### config.mk
export PLATFORM = sky130hd
export DESIGN_NAME = addsub_serial
export DESIGN_NICKNAME = d
export VERILOG_FILES = /design/src/rtl/addsub_pkg.sv /design/src/rtl/addsub_digit.sv /design/src/rtl/addsub_serial.sv
export SDC_FILE = /design/constraint.sdc
export NUM_CORES = 1
export LEC_CHECK = 0
export ABC_AREA = 1
export CORE_ASPECT_RATIO = 0.7
export CORE_UTILIZATION = 41
export CTS_BUF_LIST = sky130_fd_sc_hd__clkbuf_8 sky130_fd_sc_hd__clkbuf_16
export CTS_CLUSTER_SIZE = 10
export DETAILED_ROUTE_END_ITERATION = 8
export GPL_TIMING_DRIVEN = 1
export HOLD_SLACK_MARGIN = 0.08
export PLACE_DENSITY = 0.68
export SLEW_MARGIN = 10
export SYNTH_ARGS = -nofsm -noshare
export SYNTH_HDL_FRONTEND = slang
export SYNTH_HIERARCHICAL = 1
export SYNTH_SLANG_ARGS = --single-unit
### constraint.sdc
create_clock -name CLK -period 6.4 [get_ports CLK]
set_input_delay 0.64 -clock CLK [delete_from_list [all_inputs] [get_ports CLK]]
set_output_delay 0.64 -clock CLK [all_outputs]
set_load 0.03 [all_outputs]
### src/rtl/addsub_pkg.sv
// Shared types and helpers for the digit-serial adder/subtractor.
package addsub_pkg;

    // Mode encoding captured with START
    localparam logic MODE_ADD = 1'b1;
    localparam logic MODE_SUB = 1'b0;

    // Control FSM states
    typedef enum logic {
        ST_IDLE = 1'b0,
        ST_RUN  = 1'b1
    } state_t;

    // Number of digit cycles per operation
    function automatic int unsigned num_digits(input int unsigned width, input int unsigned digit);
        return width / digit;
    endfunction

    // Width of a counter indexing 0..ndig-1 (at least one bit)
    function automatic int unsigned cnt_width(input int unsigned ndig);
        return (ndig <= 1) ? 1 : $clog2(ndig);
    endfunction

endpackage

### src/rtl/addsub_digit.sv
// One DIGIT-bit slice of the serial adder: ripple add with B inverted in subtract mode.
module addsub_digit
    import addsub_pkg::*;
#(
    parameter int unsigned DIGIT = 4
) (
    input  logic [DIGIT-1:0] a,
    input  logic [DIGIT-1:0] b,
    input  logic             mode,
    input  logic             cin,
    output logic [DIGIT-1:0] sum,
    output logic             cout,
    output logic             cmsb
);

    logic [DIGIT-1:0] bx;
    logic [DIGIT:0]   c;

    // Ripple chain across the digit; c[i] is the carry into bit i
    always_comb begin
        bx   = (mode == MODE_ADD) ? b : ~b;
        sum  = '0;
        c    = '0;
        c[0] = cin;
        for (int i = 0; i < int'(DIGIT); i++) begin
            sum[i]   = a[i] ^ bx[i] ^ c[i];
            c[i+1]   = (a[i] & bx[i]) | (c[i] & (a[i] ^ bx[i]));
        end
    end

    assign cout = c[DIGIT];
    assign cmsb = c[DIGIT-1];

endmodule

### src/rtl/addsub_serial.sv
// Digit-serial adder/subtractor with START/BUSY/DONE handshake and C/V/Z/N flags.
// Optional build macro ADDSUB_SATURATE_EN: clamp S to the signed limit on overflow.
module addsub_serial
    import addsub_pkg::*;
#(
    parameter int unsigned WIDTH = 16,
    parameter int unsigned DIGIT = 4
) (
    input  logic             CLK,
    input  logic             RST_N,
    input  logic             START,
    input  logic [WIDTH-1:0] A,
    input  logic [WIDTH-1:0] B,
    input  logic             M,
    output logic             BUSY,
    output logic             DONE,
    output logic [WIDTH-1:0] S,
    output logic             C,
    output logic             V,
    output logic             Z,
    output logic             N
);

    localparam int unsigned NDIG = num_digits(WIDTH, DIGIT);
    localparam int unsigned CW   = cnt_width(NDIG);

    state_t state, state_next;

    logic [CW-1:0]          cnt;
    logic [WIDTH-1:0]       a_sr;
    logic [WIDTH-1:0]       b_sr;
    logic [WIDTH-1:0]       res_sr;
    logic                   mode_r;
    logic                   carry_r;

    logic                   accept;
    logic                   last_digit;

    logic [DIGIT-1:0]       dsum;
    logic                   dcout;
    logic                   dcmsb;
    logic                   v_raw;
    logic [WIDTH+DIGIT-1:0] res_cat;
    logic [WIDTH-1:0]       res_next;
    logic [WIDTH-1:0]       s_final;

    // Current digit: low DIGIT bits of the operand shift registers
    addsub_digit #(
        .DIGIT (DIGIT)
    ) u_digit (
        .a    (a_sr[DIGIT-1:0]),
        .b    (b_sr[DIGIT-1:0]),
        .mode (mode_r),
        .cin  (carry_r),
        .sum  (dsum),
        .cout (dcout),
        .cmsb (dcmsb)
    );

    // Next-state and handshake decode
    always_comb begin
        state_next = state;
        accept     = 1'b0;
        last_digit = 1'b0;
        case (state)
            ST_IDLE: begin
                if (START) begin
                    accept     = 1'b1;
                    state_next = ST_RUN;
                end
            end
            ST_RUN: begin
                if (cnt == CW'(NDIG - 1)) begin
                    last_digit = 1'b1;
                    state_next = ST_IDLE;
                end
            end
            default: state_next = ST_IDLE;
        endcase
    end

    // State register; BUSY mirrors the state it is entering
    always_ff @(posedge CLK) begin
        if (!RST_N) begin
            state <= ST_IDLE;
            BUSY  <= 1'b0;
        end else begin
            state <= state_next;
            BUSY  <= (state_next == ST_RUN);
        end
    end

    // New digit enters at the top of the result shift register
    always_comb begin
        res_cat  = {dsum, res_sr};
        res_next = res_cat[WIDTH+DIGIT-1:DIGIT];
        v_raw    = dcout ^ dcmsb;
    end

`ifdef ADDSUB_SATURATE_EN
    localparam logic [WIDTH-1:0] SAT_MAX = {1'b0, {(WIDTH-1){1'b1}}};
    localparam logic [WIDTH-1:0] SAT_MIN = {1'b1, {(WIDTH-1){1'b0}}};

    // On overflow the raw sign is the inverse of A's sign, so it selects the limit
    always_comb begin
        s_final = res_next;
        if (v_raw) begin
            s_final = res_next[WIDTH-1] ? SAT_MAX : SAT_MIN;
        end
    end
`else
    // Wrapping result
    always_comb begin
        s_final = res_next;
    end
`endif

    // Operand capture, digit iteration and result/flag update
    always_ff @(posedge CLK) begin
        if (!RST_N) begin
            cnt     <= '0;
            a_sr    <= '0;
            b_sr    <= '0;
            res_sr  <= '0;
            mode_r  <= 1'b0;
            carry_r <= 1'b0;
            DONE    <= 1'b0;
            S       <= '0;
            C       <= 1'b0;
            V       <= 1'b0;
            Z       <= 1'b0;
            N       <= 1'b0;
        end else begin
            DONE <= 1'b0;
            if (accept) begin
                a_sr    <= A;
                b_sr    <= B;
                mode_r  <= M;
                carry_r <= (M == MODE_SUB);
                res_sr  <= '0;
                cnt     <= '0;
            end else if (state == ST_RUN) begin
                a_sr    <= a_sr >> DIGIT;
                b_sr    <= b_sr >> DIGIT;
                carry_r <= dcout;
                res_sr  <= res_next;
                cnt     <= cnt + CW'(1);
                if (last_digit) begin
                    S    <= s_final;
                    C    <= dcout;
                    V    <= v_raw;
                    Z    <= (s_final == '0);
                    N    <= s_final[WIDTH-1];
                    DONE <= 1'b1;
                end
            end
        end
    end

endmodule

==> run_results.csv <==
group,metric,value,unit
floorplanning,core,6760,um2
worst_setup_path,endpoint,"Z",
logic_synthesis,synth_area_leaders,"dfxtp_1, nand2_1, a22o_1",
floorplanning,die_h,72.1,um
job,cap_viol_max_count,0,
logic_synthesis,avgSynthCellArea,7.45,um2
cts,cts_tree,"built",
cts,clkTransAtPathRegs,0.08,ns
power,internal-power,0.675,mW
global_routing,antenna_found_initial,0,
worst_setup_path,setup.worst_path.start,"mode_r",
floorplanning,die_area,7350,um2
timing,rsz0062_at_grt,"false",
worst_setup_path,r2r_setup_slack,3.73,ns
timing,clock_skew,0.0114,ns
timing,tightest_slew,1.09,ns
worst_setup_path,crit_path_start_kind,"flop",
final_layout,nets,477,
worst_setup_path,critPathRequiredTime,6.65,ns
placed_design,hpwl,4.19,mm
logic_synthesis,synth_ff_type,"dfxtp_1",
global_routing,overflow,0,
logic_synthesis,ys_seq_elements,69,
timing,finalHoldViolations,0,
final_layout,fillers,661,
logic_synthesis,yosys_warnings,6,
final_layout,drive_gt1_share,5.90,%
route,drc,0,
placed_design,gp_congestion,0.765,
logic_synthesis,synth_edf_count,0,
global_routing,grt_pass1_vias,2296,
min_path,hp-class,"flop to flop",
power,switching_share,27.1,%
timing,worst_slack,3.73,ns
final_layout,diodes,0,
cts,cts_resized,0,
worst_setup_path,crit_path_end_kind,"flop",
cts,h-tree-depth,3,
timing,period_share,41.6,%
power,pwr-share-clk,38.1,%
worst_setup_path,crit_chain,"inv_2, nand2_1, nand2_1, fa_1, inv_1, fa_1, inv_1, fa_1, inv_1, fa_1, inv_1, nor2_1, nand2_1, nor2_1, nand3_1, nand2_1",
floorplanning,pin_count,58,
logic_synthesis,synth_top_area_share,48.1,%
worst_setup_path,regToRegEndpoint,"Z",
cts,clock_latency,0.35,ns
worst_setup_path,critPathKind,"flop to flop",
timing,fmax,375,MHz
cts,cts.sinks,69,
logic_synthesis,ys_seq_area_share,48.1,%
logic_synthesis,async_flop_share,0,%
cts,cts_setup_buffers,0,
worst_setup_path,crit_cells,16,
global_routing,grt_usage,19.1,%
logic_synthesis,synth.distinct_cells,20,
route,drtPass1Iterations,5,
power,leakage,1.65,nW
worst_setup_path,slowest_stage,"dfxtp_1",
power,power_density,254,nW/um2
floorplanning,rows,25,
power,p_comb_share,12.6,%
logic_synthesis,synth_top_cell_by_area,"dfxtp_1",
route,vias_per_cell,4.54,
worst_setup_path,crit_path_max_fanout,6,
route,routed_wl,6.24,mm
timing,setup_viol_count_final,0,
power,p_seq_share,49.3,%
placed_design,port_buffers,57,
timing,fin_setup_tns,0,ns
route,drtAntennaViolNets,0,
worst_setup_path,crit_family,"adder cells",
timing,slew_violations,0,
worst_setup_path,r2r_cells,16,
placed_design,place_ws,3.61,ns
route,drt_iter0_drc,150,
floorplanning,dieWidth,102,um
logic_synthesis,syn-num-nets,427,
route,routedWlPerCell,11.7,um
worst_setup_path,slowest_delay,0.43,ns
timing,fin_crit,2.67,ns
power,power,0.926,mW
cts,clockBufferDepth,2,
worst_setup_path,critPathBufInv,5,
status,status,"finished, final reports clean",
power,p_sw,0.251,mW
worst_setup_path,crit_arrival,2.92,ns
floorplanning,start_util,42.5,%
cts,cts_made_buffers,9,
power,ir_drop,0.000136,V
logic_synthesis,syn_inst,386,
global_routing,grt_max_degree,43,
worst_setup_path,worst_r2r_startpoint,"mode_r",
cts,cts_hold_buf,0,
route,num_vias,2429,
global_routing,grt_first_pass_wirelength,10.6,mm
logic_synthesis,synth_area,2870,um2
final_layout,areaGrowthSynthToFinish,26.9,%
timing,maxSlewHeadroom,27.0,%
cts,cts-root-buf,"clkbuf_8",
-- cell type report --
type | instances | area (um2) | share of cell area [%]
Clock buffer | 9 | 124 | 3.40
Clock inverter | 7 | 76.3 | 2.09
Inverter | 44 | 170 | 4.67
Multi-Input combinational cell | 253 | 1190 | 32.7
Sequential cell | 69 | 1380 | 37.9
Tap cell | 94 | 118 | 3.23
Timing Repair Buffer | 59 | 586 | 16.1
-- state kept, by name, summed over array words and instances (netlist names) --
name and cells:
mode_r 1, S 16, cnt 2, b_sr 16, V 1, a_sr 16, res_sr 12, carry_r 1
DONE 1, C 1, Z 1, state 1
-- stage by stage --
stage                     area [um2]  utilization [%]  std cells  hold WS [ns]
final                           3650             54.0        535         0.458
after global placement          3450             51.0        519         0.444
after CTS                       3650             54.0        535         0.463
after detailed placement        3450             51.0        519         0.449
after global routing            3650             54.0        535         0.485
after floorplan                 2870                -        386         0.443
-- cells in the mapped netlist, types with 2 or more instances --
| library cell | instances |
|---|---|
| nand3_1 | 25 |
| buf_6 | 3 |
| a21oi_1 | 22 |
| o21ai_1 | 3 |
| nand2_1 | 163 |
| fa_1 | 4 |
| inv_4 | 2 |
| nor2_1 | 14 |
| buf_1 | 2 |
| inv_2 | 4 |
| buf_2 | 6 |
| clkbuf_1 | 2 |
| buf_4 | 7 |
| inv_1 | 38 |
| xnor2_1 | 2 |
| a22o_1 | 17 |
| dfxtp_1 | 69 |
-- cells in the final DEF (no fill, tap or decap), drive strengths merged --
| cell type | instances |
|---|---|
| a21oi | 22 |
| a22o | 17 |
| buf | 2 |
| bufinv | 1 |
| clkbuf | 9 |
| clkdlybuf4s50 | 57 |
| clkinv | 4 |
| clkinvlp | 2 |
| dfxtp | 69 |
| fa | 4 |
| ha | 1 |
| inv | 44 |
| nand2 | 164 |
| nand3 | 25 |
| nor2 | 15 |
| o21ai | 3 |
| xnor2 | 2 |
-- worst register-to-register path: cells and delay by family (launching register included) --
family / cells / cell delay [ns]
fa+ha+maj: 4 / 1.32
buf+inv: 5 / 0.43
flops: 1 / 0.43
simple gates: 7 / 0.39
-- how the worst min path moves through the flow --
| stage | to | startpoint | depth (start not counted) | slack (ns) |
|---|---|---|---|---|
| finish | V | V | 2 | 0.46 |
| global route | Z | Z | 2 | 0.48 |
| CTS | V | V | 2 | 0.46 |
| detailed placement | Z | Z | 2 | 0.45 |
| global placement | Z | Z | 2 | 0.44 |
| floorplan | cnt[1] | cnt[1] | 2 | 0.44 |
-- kinds of logic (layout without fill, tap and decap cells) --
kind of cell	after synthesis	count (layout)	synth area share, %
adder cells (fa/ha/maj)	5	5	3.22
XOR/XNOR	2	2	0.610
AND/OR/NAND/NOR	204	204	28.1
buffers and inverters	64	119	10.5
flip-flops	69	69	48.1
AO/OA/AOI/OAI	42	42	9.53
-- per-layer routing --
| metal | up-vias | track usage [%] | wire length, um |
|---|---|---|---|
| met5 | - | 0 | 0 |
| met4 | 0 | 5.71 | 69 |
| met3 | 9 | 6.84 | 414 |
| met2 | 59 | 28.5 | 2620 |
| met1 | 1067 | 25.8 | 3140 |
| li1 | 1294 | - | - |
-- power groups by stage --
stage / clock network [mW] / logic (mW) / registers [mW]
2_1_floorplan: 0 / 0.0795 / 0.464
3_3_place_gp: 0 / 0.115 / 0.466
3_5_place_dp: 0 / 0.117 / 0.466
4_1_cts: 0.359 / 0.118 / 0.457
5_1_grt: 0.386 / 0.134 / 0.459
6_report: 0.353 / 0.116 / 0.457
Power figures use the tool's default switching activity.
